$ cat config.mk
export PLATFORM = sky130hd
export DESIGN_NAME = clock_time_setter_flat
export DESIGN_NICKNAME = d
export VERILOG_FILES = /design/src/rtl/clock_time_setter_if.sv /design/src/rtl/clock_time_setter.sv /design/src/flat_wrapper.sv
export SDC_FILE = /design/constraint.sdc
export NUM_CORES = 1
export LEC_CHECK = 0
export CELL_PAD_IN_SITES_DETAIL_PLACEMENT = 1
export CELL_PAD_IN_SITES_GLOBAL_PLACEMENT = 1
export CORE_MARGIN = 5
export CORE_UTILIZATION = 36
export DETAILED_ROUTE_END_ITERATION = 6
export PLACE_DENSITY = 0.8
export SYNTH_ARGS = -nofsm -noshare
export SYNTH_HDL_FRONTEND = slang
export SYNTH_SLANG_ARGS = --single-unit
$ cat constraint.sdc
create_clock -name clk -period 2.7 [get_ports clk]
set_input_delay 0.27 -clock clk [delete_from_list [all_inputs] [get_ports clk]]
set_output_delay 0.27 -clock clk [all_outputs]
set_load 0.03 [all_outputs]
$ cat src/rtl/clock_time_setter_if.sv
// Time-setter bundle: raw buttons and live counter values in, load strobes and display controls out.
// Latency: none, wires only.
// Backpressure: none; load strobes are single-cycle and always accepted by the counters.
interface clock_time_setter_if;
  logic        btn_mode;
  logic        btn_inc;
  logic        btn_dec;
  logic [31:0] cur_hour;
  logic [31:0] cur_min;
  logic [31:0] cur_sec;
  logic        set_hour;
  logic        set_min;
  logic        set_sec;
  logic [31:0] set_value;
  logic        run_enable;
  logic [1:0]  edit_field;
  logic [31:0] edit_value;
  logic        blink;

  // Environment side: buttons and counter values in, setter outputs observed.
  modport master (
    output btn_mode, btn_inc, btn_dec, cur_hour, cur_min, cur_sec,
    input  set_hour, set_min, set_sec, set_value, run_enable, edit_field, edit_value, blink
  );

  // Setter side.
  modport slave (
    input  btn_mode, btn_inc, btn_dec, cur_hour, cur_min, cur_sec,
    output set_hour, set_min, set_sec, set_value, run_enable, edit_field, edit_value, blink
  );
endinterface

$ cat src/rtl/clock_time_setter.sv
// Debounced-button time editor: RUN->HOUR->MIN->SEC->RUN, loads the H/M/S counters on each field exit.
// Latency: a raw press held from before edge 1 acts at edge DEBOUNCE_CYCLES+3; outputs registered.
// Backpressure: none; set_* strobes last one cycle and the counters must take them.
module clock_time_setter #(
  parameter int unsigned DEBOUNCE_CYCLES = 1_000_000,
  parameter int unsigned BLINK_CYCLES    = 25_000_000,
  parameter int unsigned HOUR_MAX        = 23,
  parameter int unsigned MIN_MAX         = 59,
  parameter int unsigned SEC_MAX         = 59
) (
  input  logic               clk,
  input  logic               reset_n,
  clock_time_setter_if.slave bus
);

  localparam int DW = $clog2(DEBOUNCE_CYCLES);
  localparam int BW = (BLINK_CYCLES > 1) ? $clog2(BLINK_CYCLES) : 1;
  localparam logic [DW-1:0] DEB_LAST   = DW'(DEBOUNCE_CYCLES - 1);
  localparam logic [BW-1:0] BLINK_LAST = BW'(BLINK_CYCLES - 1);
  localparam logic [31:0]   HOUR_LIM   = 32'(HOUR_MAX);
  localparam logic [31:0]   MIN_LIM    = 32'(MIN_MAX);
  localparam logic [31:0]   SEC_LIM    = 32'(SEC_MAX);

  typedef enum logic [1:0] {
    S_RUN  = 2'd0,
    S_HOUR = 2'd1,
    S_MIN  = 2'd2,
    S_SEC  = 2'd3
  } state_t;

  // Button index: 0 = mode, 1 = inc, 2 = dec.
  logic [2:0]    btn_raw;
  logic [2:0]    sync1, sync2, stable, stable_q;
  logic [DW-1:0] deb_cnt [3];
  logic [2:0]    press;

  state_t        state_q, state_d;
  logic [31:0]   edit_q, edit_d;
  logic [31:0]   set_value_q, set_value_d;
  logic          set_hour_q, set_min_q, set_sec_q;
  logic          set_hour_d, set_min_d, set_sec_d;
  logic          blink_q, blink_d;
  logic [BW-1:0] bcnt_q, bcnt_d;
  logic [31:0]   field_max;

  assign btn_raw = {bus.btn_dec, bus.btn_inc, bus.btn_mode};
  assign press   = stable & ~stable_q;

  // Out-of-range counter values are loaded as 0 so the edit wrap logic stays closed.
  function automatic logic [31:0] clamp(input logic [31:0] v, input logic [31:0] lim);
    return (v > lim) ? 32'd0 : v;
  endfunction

  // Synchronise each button, then accept a new level only after it has held for the full debounce window.
  always_ff @(posedge clk or negedge reset_n) begin
    if (!reset_n) begin
      sync1    <= '0;
      sync2    <= '0;
      stable   <= '0;
      stable_q <= '0;
      for (int i = 0; i < 3; i++) deb_cnt[i] <= '0;
    end else begin
      sync1    <= btn_raw;
      sync2    <= sync1;
      stable_q <= stable;
      for (int i = 0; i < 3; i++) begin
        if (sync2[i] != stable[i]) begin
          if (deb_cnt[i] == DEB_LAST) begin
            stable[i]  <= sync2[i];
            deb_cnt[i] <= '0;
          end else begin
            deb_cnt[i] <= deb_cnt[i] + 1'b1;
          end
        end else begin
          deb_cnt[i] <= '0;
        end
      end
    end
  end

  // Edit FSM next state, edited value, load strobes and blink phase.
  always_comb begin
    state_d     = state_q;
    edit_d      = edit_q;
    set_value_d = set_value_q;
    set_hour_d  = 1'b0;
    set_min_d   = 1'b0;
    set_sec_d   = 1'b0;
    blink_d     = blink_q;
    bcnt_d      = bcnt_q;

    case (state_q)
      S_HOUR:  field_max = HOUR_LIM;
      S_MIN:   field_max = MIN_LIM;
      S_SEC:   field_max = SEC_LIM;
      default: field_max = 32'd0;
    endcase

    if (press[0]) begin
      // Mode has priority; any inc/dec in the same cycle is dropped.
      case (state_q)
        S_RUN: begin
          state_d = S_HOUR;
          edit_d  = clamp(bus.cur_hour, HOUR_LIM);
        end
        S_HOUR: begin
          state_d     = S_MIN;
          set_hour_d  = 1'b1;
          set_value_d = edit_q;
          edit_d      = clamp(bus.cur_min, MIN_LIM);
        end
        S_MIN: begin
          state_d     = S_SEC;
          set_min_d   = 1'b1;
          set_value_d = edit_q;
          edit_d      = clamp(bus.cur_sec, SEC_LIM);
        end
        default: begin
          state_d     = S_RUN;
          set_sec_d   = 1'b1;
          set_value_d = edit_q;
          edit_d      = 32'd0;
        end
      endcase
    end else if (state_q != S_RUN && (press[1] ^ press[2])) begin
      if (press[1]) edit_d = (edit_q == field_max) ? 32'd0 : edit_q + 32'd1;
      else          edit_d = (edit_q == 32'd0) ? field_max : edit_q - 32'd1;
    end

    if (state_d == S_RUN || state_d != state_q) begin
      blink_d = 1'b1;
      bcnt_d  = '0;
    end else if (bcnt_q == BLINK_LAST) begin
      blink_d = ~blink_q;
      bcnt_d  = '0;
    end else begin
      bcnt_d  = bcnt_q + 1'b1;
    end
  end

  // FSM and output registers.
  always_ff @(posedge clk or negedge reset_n) begin
    if (!reset_n) begin
      state_q     <= S_RUN;
      edit_q      <= '0;
      set_value_q <= '0;
      set_hour_q  <= 1'b0;
      set_min_q   <= 1'b0;
      set_sec_q   <= 1'b0;
      blink_q     <= 1'b1;
      bcnt_q      <= '0;
    end else begin
      state_q     <= state_d;
      edit_q      <= edit_d;
      set_value_q <= set_value_d;
      set_hour_q  <= set_hour_d;
      set_min_q   <= set_min_d;
      set_sec_q   <= set_sec_d;
      blink_q     <= blink_d;
      bcnt_q      <= bcnt_d;
    end
  end

  assign bus.set_hour   = set_hour_q;
  assign bus.set_min    = set_min_q;
  assign bus.set_sec    = set_sec_q;
  assign bus.set_value  = set_value_q;
  assign bus.run_enable = (state_q == S_RUN);
  assign bus.edit_field = state_q;
  assign bus.edit_value = edit_q;
  assign bus.blink      = blink_q;

endmodule

$ cat src/flat_wrapper.sv
// flat-port wrapper written by rule: the top's interface ports become plain ports
module clock_time_setter_flat 
#(
  parameter int unsigned DEBOUNCE_CYCLES = 1_000_000,
  parameter int unsigned BLINK_CYCLES    = 25_000_000,
  parameter int unsigned HOUR_MAX        = 23,
  parameter int unsigned MIN_MAX         = 59,
  parameter int unsigned SEC_MAX         = 59
)
  (clk, reset_n, bus_btn_mode, bus_btn_inc, bus_btn_dec, bus_cur_hour, bus_cur_min, bus_cur_sec, bus_set_hour, bus_set_min, bus_set_sec, bus_set_value, bus_run_enable, bus_edit_field, bus_edit_value, bus_blink);
  clock_time_setter_if bus_i ();
  input  logic clk;
  input  logic reset_n;
  input wire logic [$bits(bus_i.btn_mode)-1:0] bus_btn_mode;
  input wire logic [$bits(bus_i.btn_inc)-1:0] bus_btn_inc;
  input wire logic [$bits(bus_i.btn_dec)-1:0] bus_btn_dec;
  input wire logic [$bits(bus_i.cur_hour)-1:0] bus_cur_hour;
  input wire logic [$bits(bus_i.cur_min)-1:0] bus_cur_min;
  input wire logic [$bits(bus_i.cur_sec)-1:0] bus_cur_sec;
  output wire logic [$bits(bus_i.set_hour)-1:0] bus_set_hour;
  output wire logic [$bits(bus_i.set_min)-1:0] bus_set_min;
  output wire logic [$bits(bus_i.set_sec)-1:0] bus_set_sec;
  output wire logic [$bits(bus_i.set_value)-1:0] bus_set_value;
  output wire logic [$bits(bus_i.run_enable)-1:0] bus_run_enable;
  output wire logic [$bits(bus_i.edit_field)-1:0] bus_edit_field;
  output wire logic [$bits(bus_i.edit_value)-1:0] bus_edit_value;
  output wire logic [$bits(bus_i.blink)-1:0] bus_blink;
  assign bus_i.btn_mode = bus_btn_mode;
  assign bus_i.btn_inc = bus_btn_inc;
  assign bus_i.btn_dec = bus_btn_dec;
  assign bus_i.cur_hour = bus_cur_hour;
  assign bus_i.cur_min = bus_cur_min;
  assign bus_i.cur_sec = bus_cur_sec;
  assign bus_set_hour = bus_i.set_hour;
  assign bus_set_min = bus_i.set_min;
  assign bus_set_sec = bus_i.set_sec;
  assign bus_set_value = bus_i.set_value;
  assign bus_run_enable = bus_i.run_enable;
  assign bus_edit_field = bus_i.edit_field;
  assign bus_edit_value = bus_i.edit_value;
  assign bus_blink = bus_i.blink;
  clock_time_setter #(.DEBOUNCE_CYCLES(DEBOUNCE_CYCLES), .BLINK_CYCLES(BLINK_CYCLES), .HOUR_MAX(HOUR_MAX), .MIN_MAX(MIN_MAX), .SEC_MAX(SEC_MAX)) u_core (.clk(clk), .reset_n(reset_n), .bus(bus_i));
endmodule
==> results of run 1 <==
[cell families (layout without fill, tap and decap cells)]
logic type	count (synthesis)	in the layout	synth area share, %
buf+inv	71	325	3.31
mux	35	35	4.36
compound gates	141	141	10.3
xor+xnor	89	89	8.63
simple gates	453	453	25.4
flops	167	167	46.3
fa+ha+maj	12	12	1.66
[synthesized netlist by cell type (13+ instances only)]
library cell | count | area share [%]
a21oi_1 | 33 | 1.8
nor3_1 | 24 | 1.3
mux2_2 | 35 | 4.4
o21ai_0 | 32 | 1.8
nor4_1 | 38 | 2.6
xor2_1 | 48 | 4.7
clkbuf_1 | 44 | 1.8
nand3_1 | 48 | 2.7
dfrtp_1 | 166 | 46
nand2_1 | 71 | 3.0
nor2_1 | 141 | 5.9
nand4_1 | 38 | 2.6
and3_1 | 26 | 1.8
xnor2_1 | 41 | 4.0
inv_1 | 15 | 0.62
and2_1 | 13 | 0.90
[layer usage]
metal | track usage (%) | up-vias
li1 | - | 3984
met1 | 27.4 | 4441
met2 | 38.8 | 241
met3 | 3.94 | 50
met4 | 7.02 | 0
met5 | 0 | -
[cell type report]
type	count	share of cell area [%]
repair buffers	278	20.6
inverters	15	0.443
clock buffers	18	3.46
flip-flops and latches	167	32.9
well taps	330	3.25
clock inverters	14	1.23
multi-input cells	730	38.1
[worst paths after layout]
check                                          start                   endpoint  slack (ns)  depth (start not counted)
setup / recovery           u_core.bus.edit_value[26]  u_core.bus.edit_value[28]       -0.13                          9
hold / removal                          bus_btn_mode            u_core.sync1[0]        0.26                          1
setup reg to reg           u_core.bus.edit_value[26]  u_core.bus.edit_value[28]       -0.13                          9
hold reg to reg                      u_core.sync1[1]            u_core.sync2[1]        0.36                          0
max in group asynchronous                    reset_n   u_core.bus.set_value[18]        1.52                          3
min in group asynchronous                    reset_n         u_core.bus.set_min        0.35                          2
[worst max-delay path, stage by stage (launching register included)]
cell and delay (ns):
dfrtp_2 0.40, or4_4 0.55, or4_4 0.45, buf_6 0.15, o41ai_4 0.37, buf_6 0.20
nor2_2 0.06, a21oi_2 0.20, o21ai_1 0.10, a31o_2 0.24
[through the flow]
step,area (um^2),hold slack [ns],TNS [ns],instances
6_report,12700,0.263,-0.901,1552
3_5_place_dp,11700,0.273,-1.04,1508
4_1_cts,12500,0.252,-0.764,1546
5_1_grt,12700,0.252,-2.22,1552
2_1_floorplan,9070,-0.0256,-1.28,968
3_3_place_gp,11700,0.257,-0.349,1508
[state kept, by name, summed over array words and instances (netlist names)]
name / cells
u_core.deb_cnt: 60
u_core.sync2: 3
u_core.stable: 3
u_core.bus.set_sec: 1
u_core.stable_q: 3
u_core.bus.edit_field: 2
u_core.sync1: 3
u_core.bus.set_min: 1
u_core.bus.set_hour: 1
u_core.bus.set_value: 32
u_core.bus.blink: 1
u_core.bus.edit_value: 32
u_core.bcnt_q: 25
[power breakdown]
group / total, W / internal, W / switching (W)
sequential: 0.00253 / 0.00252 / 0.0000137
clock: 0.00250 / 0.00134 / 0.00116
combinational: 0.000255 / 0.000149 / 0.000106
total: 0.00528 / 0.00400 / 0.00128
[repair_timing]
item | in CTS | in global routing
hold endpoints to repair | 49 | 0
buffers inserted | 3 | 5
pin swaps | 15 | 32
gates cloned | 2 | 1
hold buffers | 1 | 0
gates resized for setup | 28 | 48
setup endpoints to repair | 28 | 32
==> flow_summary.toml, run 1 <==
[finish]
area_delta_synth_final_pct = 40.6
final_common_cell = "clkdlybuf4s50_1"
n_fill_cell = 2795
seq_area_mm2 = 0.00418
antenna_cells = 0
multi_input_area_mm2 = 0.00484
final_util_pct = 50.9
nNetsFinal = 1322
final_layout_size_suffix_gt1_share_pct = 19.8
layout_common_cells = "clkdlybuf4s50_1 (170), dfrtp_1 (163), nor2_1 (132)"

[logic_synthesis]
yosys.cell_types.count = 63
yosysSeqAreaShare_pct = 46.3
synth-seq-cells = 167
syn_area_mm2 = 0.00903
yosysWarnings = 0
synthFlopType = "dfrtp_1"
synthCells = 968
async_reset_ff_share_pct = 100
synth_edf_count = 0
postSynthAreaPerCell_um2 = 9.33
synthesis.nets = 1081

[timing]
period_needed_ns = 2.83
slew_headroom_pct = 50.0
fin_crit_sh_pct = 105
setup_ws_ns = -0.131
setup_violations = 24
fmax_mhz = 353
skew_ns = 0.00964
drv_slew = 0
hold_violations = 0
worst_pin_slew_ns = 0.751
rsz0062_at_grt = "true"

[placement]
port_buffers = 171
place_hpwl_mm = 23.1
pre_cts_ws_ns = -0.109
gp_congestion = 0.899

[routing]
first_pass_iters = 6
wl_met3_mm = 1.62
postRouteAntennaNets = 0
route.detailed.drc = 0
routed_wl_mm = 32.2
vias_per_cell = 5.62
drtIter0Drc = 615
met1_length_mm = 13.0
wl_met2_mm = 16.8
route.vias.total = 8716
top_layer = "met4"
wl_per_cell_um = 20.7

[global_routing]
grt_usage_pct = 22.0
grt_antenna_before_repair = 0
grt_max_degree = 55
grt_pass1_wl_mm = 50.1
grt_pass1_vias = 9258
globalRouteOverflowTotal = 0

[clocking]
cts_made_buffers = 17
cts_root_buf = "clkbuf_16"
ctsHtreeMaxLevel = 4
path_clk_slew_ns = 0.07
clk-insertion-delay-late_ns = 0.44
cts_buffer_depth = 2
cts_sinks = 167
cts_tree = "built"

[floorplan]
fp.dieW_um = 168
rows = 58
dieArea_mm2 = 0.0284
die-height_um = 168
start_util_pct = 36.2
ios = 172
core_area_mm2 = 0.0250

[setup_path]
critical_path.max_fanout = 6
required_ns = 3.03
cp-end-kind = "flop"
crit_type = "reg2reg"
arrival_ns = 3.16
start_kind = "flop"

[run_status]
outcome = "finished, violations left"
violations = "setup timing"

[min_path]
hold_path_class = "in2reg"

[power]
p_total_w = 0.00528
vdd_drop_max_uv = 372
p_leak_nw = 5.25
power.density_mw_per_mm2 = 416

[flow_run]
maxCapViolations = 0
No activity file was read; power rests on OpenSTA's default activity.
==> run 2: changes to the inputs <==
--- a/config.mk
+++ b/config.mk
@@ -10,7 +10,9 @@
 export CORE_MARGIN = 5
 export CORE_UTILIZATION = 36
 export DETAILED_ROUTE_END_ITERATION = 6
+export GPL_TIMING_DRIVEN = 0
 export PLACE_DENSITY = 0.8
+export SLEW_MARGIN = 15
 export SYNTH_ARGS = -nofsm -noshare
 export SYNTH_HDL_FRONTEND = slang
 export SYNTH_SLANG_ARGS = --single-unit
==> run 2 against run 1 <==
  * The flow still finishes with violations (setup timing)
  * Total power grew 0.39%
  * Global-route usage shrank 0.81 points
  * Hold slack lost 0.0038 ns
  * Sequential share of layout area grew 0.078 points
  * Cell count shrank 0.52%
  * Design area shrank 0.12%
  * Maximum frequency shrank 4.0%
  * Setup slack lost 0.12 ns
  * Sequential cell count is the same
  * Clock skew grew 0.0064 ns
  * Wire length grew 2.2%
  * Largest power group unchanged
==> flow_summary.toml, run 2 (synthesis results as in run 1) <==
[power]
p_switching_w = 0.00138
p_sw_share_pct = 26.0
vdd_drop_max_uv = 427
p_comb_share_pct = 4.8
power.density_mw_per_mm2 = 418
pwr-share-seq_pct = 47.7
p_int_w = 0.00392
p_leak_nw = 5.20
pwr-share-clk_pct = 47.5

[global_routing]
grt_pass1_vias = 9108
globalRouteOverflowTotal = 0
grt_usage_pct = 21.2
grt_pass1_wl_mm = 48.5
grt_max_degree = 91
grt_antenna_before_repair = 0

[timing]
slew_headroom_pct = 38.3
worst_pin_slew_ns = 0.917
setup_ws_ns = -0.248
fin_crit_sh_pct = 109
rsz0062_at_grt = "true"
drv_slew = 0
hold_violations = 0
fmax_mhz = 339
hold_ws_ns = 0.259
skew_ns = 0.0160
setup_violations = 32
period_needed_ns = 2.95

[setup_path]
crit_type = "reg2reg"
max_stage_delay_ns = 0.81
path_cells = "nor4_4, nand4_1, buf_4, nor4_1, nand2_1, nor2_1, a211oi_2, a31oi_1"
arrival_ns = 3.30
start_kind = "flop"
r2r_setup_slack_ns = -0.25
slowest_stage = "nor4_1"
cp-end-kind = "flop"
required_ns = 3.05
critical_path.max_fanout = 11

[routing]
route.vias.total = 8956
drtIter0Drc = 707
route.detailed.drc = 0
routed_wl_mm = 32.9
postRouteAntennaNets = 0
vias_per_cell = 5.80
wl_per_cell_um = 21.3
first_pass_iters = 5

[finish]
area_delta_synth_final_pct = 40.5
final_cells = 1544
final_layout_size_suffix_gt1_share_pct = 17.5
final_area_mm2 = 0.0127
nNetsFinal = 1314
layout_common_cells = "clkdlybuf4s50_1 (170), dfrtp_1 (159), nor2_1 (137)"
final_util_pct = 50.8
final_common_cell = "clkdlybuf4s50_1"
largest_register = "u_core.deb_cnt"
n_fill_cell = 2811
antenna_cells = 0
largest_reg_flops = 60

[clocking]
clk-insertion-delay-late_ns = 0.44
ctsHtreeMaxLevel = 4
cts_made_buffers = 17
cts_buffer_depth = 2
path_clk_slew_ns = 0.08
cts_sinks = 167
cts_tree = "built"
cts_root_buf = "clkbuf_16"

[run_status]
violations = "setup timing"
outcome = "finished, violations left"

[placement]
dp.cells = 1470
place_area_mm2 = 0.0112
port_buffers = 171
gp_congestion = 0.922
place_hpwl_mm = 21.8
pre_cts_ws_ns = -0.793

[floorplan]
start_util_pct = 36.2
die-height_um = 168
rows = 58
core_area_mm2 = 0.0250
fp.dieW_um = 168
ios = 172
dieArea_mm2 = 0.0284

[min_path]
hold_path_class = "in2reg"

[flow_run]
maxCapViolations = 0
==> run 2: path summary, 6_finish.rpt <==
check	to	start	cells past startpoint
hold reg to reg	u_core.sync2[0]	u_core.sync1[0]	0
hold / removal	u_core.sync1[1]	bus_btn_inc	1
setup / recovery	u_core.bus.edit_value[30]	u_core.bus.edit_value[16]	8
setup reg to reg	u_core.bus.edit_value[30]	u_core.bus.edit_value[16]	8
max in group asynchronous	u_core.bus.edit_value[26]	reset_n	3
min in group asynchronous	u_core.deb_cnt[22]	reset_n	2
==> run 2: critical path, delay by kind of cell (launching register included) <==
family,cells,cell delay (ns)
compound gates,2,0.26
flops,1,0.55
simple gates,5,1.80
buf+inv,1,0.25
==> run 2: power by group through the flow <==
stage	clock network [W]	registers (W)	logic (W)
2_1_floorplan	0	0.00257	0.0000355
3_3_place_gp	0	0.00258	0.000245
3_5_place_dp	0	0.00258	0.000257
4_1_cts	0.00255	0.00253	0.000260
5_1_grt	0.00266	0.00253	0.000281
6_report	0.00252	0.00253	0.000254
==> run 2: final cells by class <==
type / instances / area [um^2] / share of cell area, %
multi-input combinational: 730 / 4950 / 39.0
sequential: 167 / 4190 / 33.0
timing repair buffer: 225 / 2220 / 17.5
clock buffer: 17 / 425 / 3.35
tap: 330 / 413 / 3.25
buffer: 45 / 263 / 2.07
clock inverter: 15 / 174 / 1.37
inverter: 15 / 56.3 / 0.444
==> run 2: metal layers <==
layer | vias up | share of wire (%) | GRT usage, %
met5 | - | 0 | 0
met4 | 0 | 4.7 | 8.72
met3 | 116 | 6.5 | 3.52
met2 | 391 | 50 | 37.0
met1 | 4502 | 39 | 26.1
li1 | 3947 | - | -
==> run 2: repair_timing <==
| action | CTS | global route |
|---|---|---|
| hold buffers | 1 | 0 |
| setup buffers | 13 | 35 |
| cloned | 0 | 4 |
| setup endpoints to repair | 62 | 52 |
| hold endpoints to repair | 88 | 0 |
| gates resized for setup | 43 | 75 |
| pin swaps | 15 | 33 |
==> run 2: metrics by stage <==
step                TNS [ns]  power [W]
floorplan              -1.28    0.00261
global placement     -960.97    0.00282
detailed placement    -18.95    0.00283
CTS                    -2.43    0.00534
global route           -5.13    0.00547
finish                 -4.36    0.00530
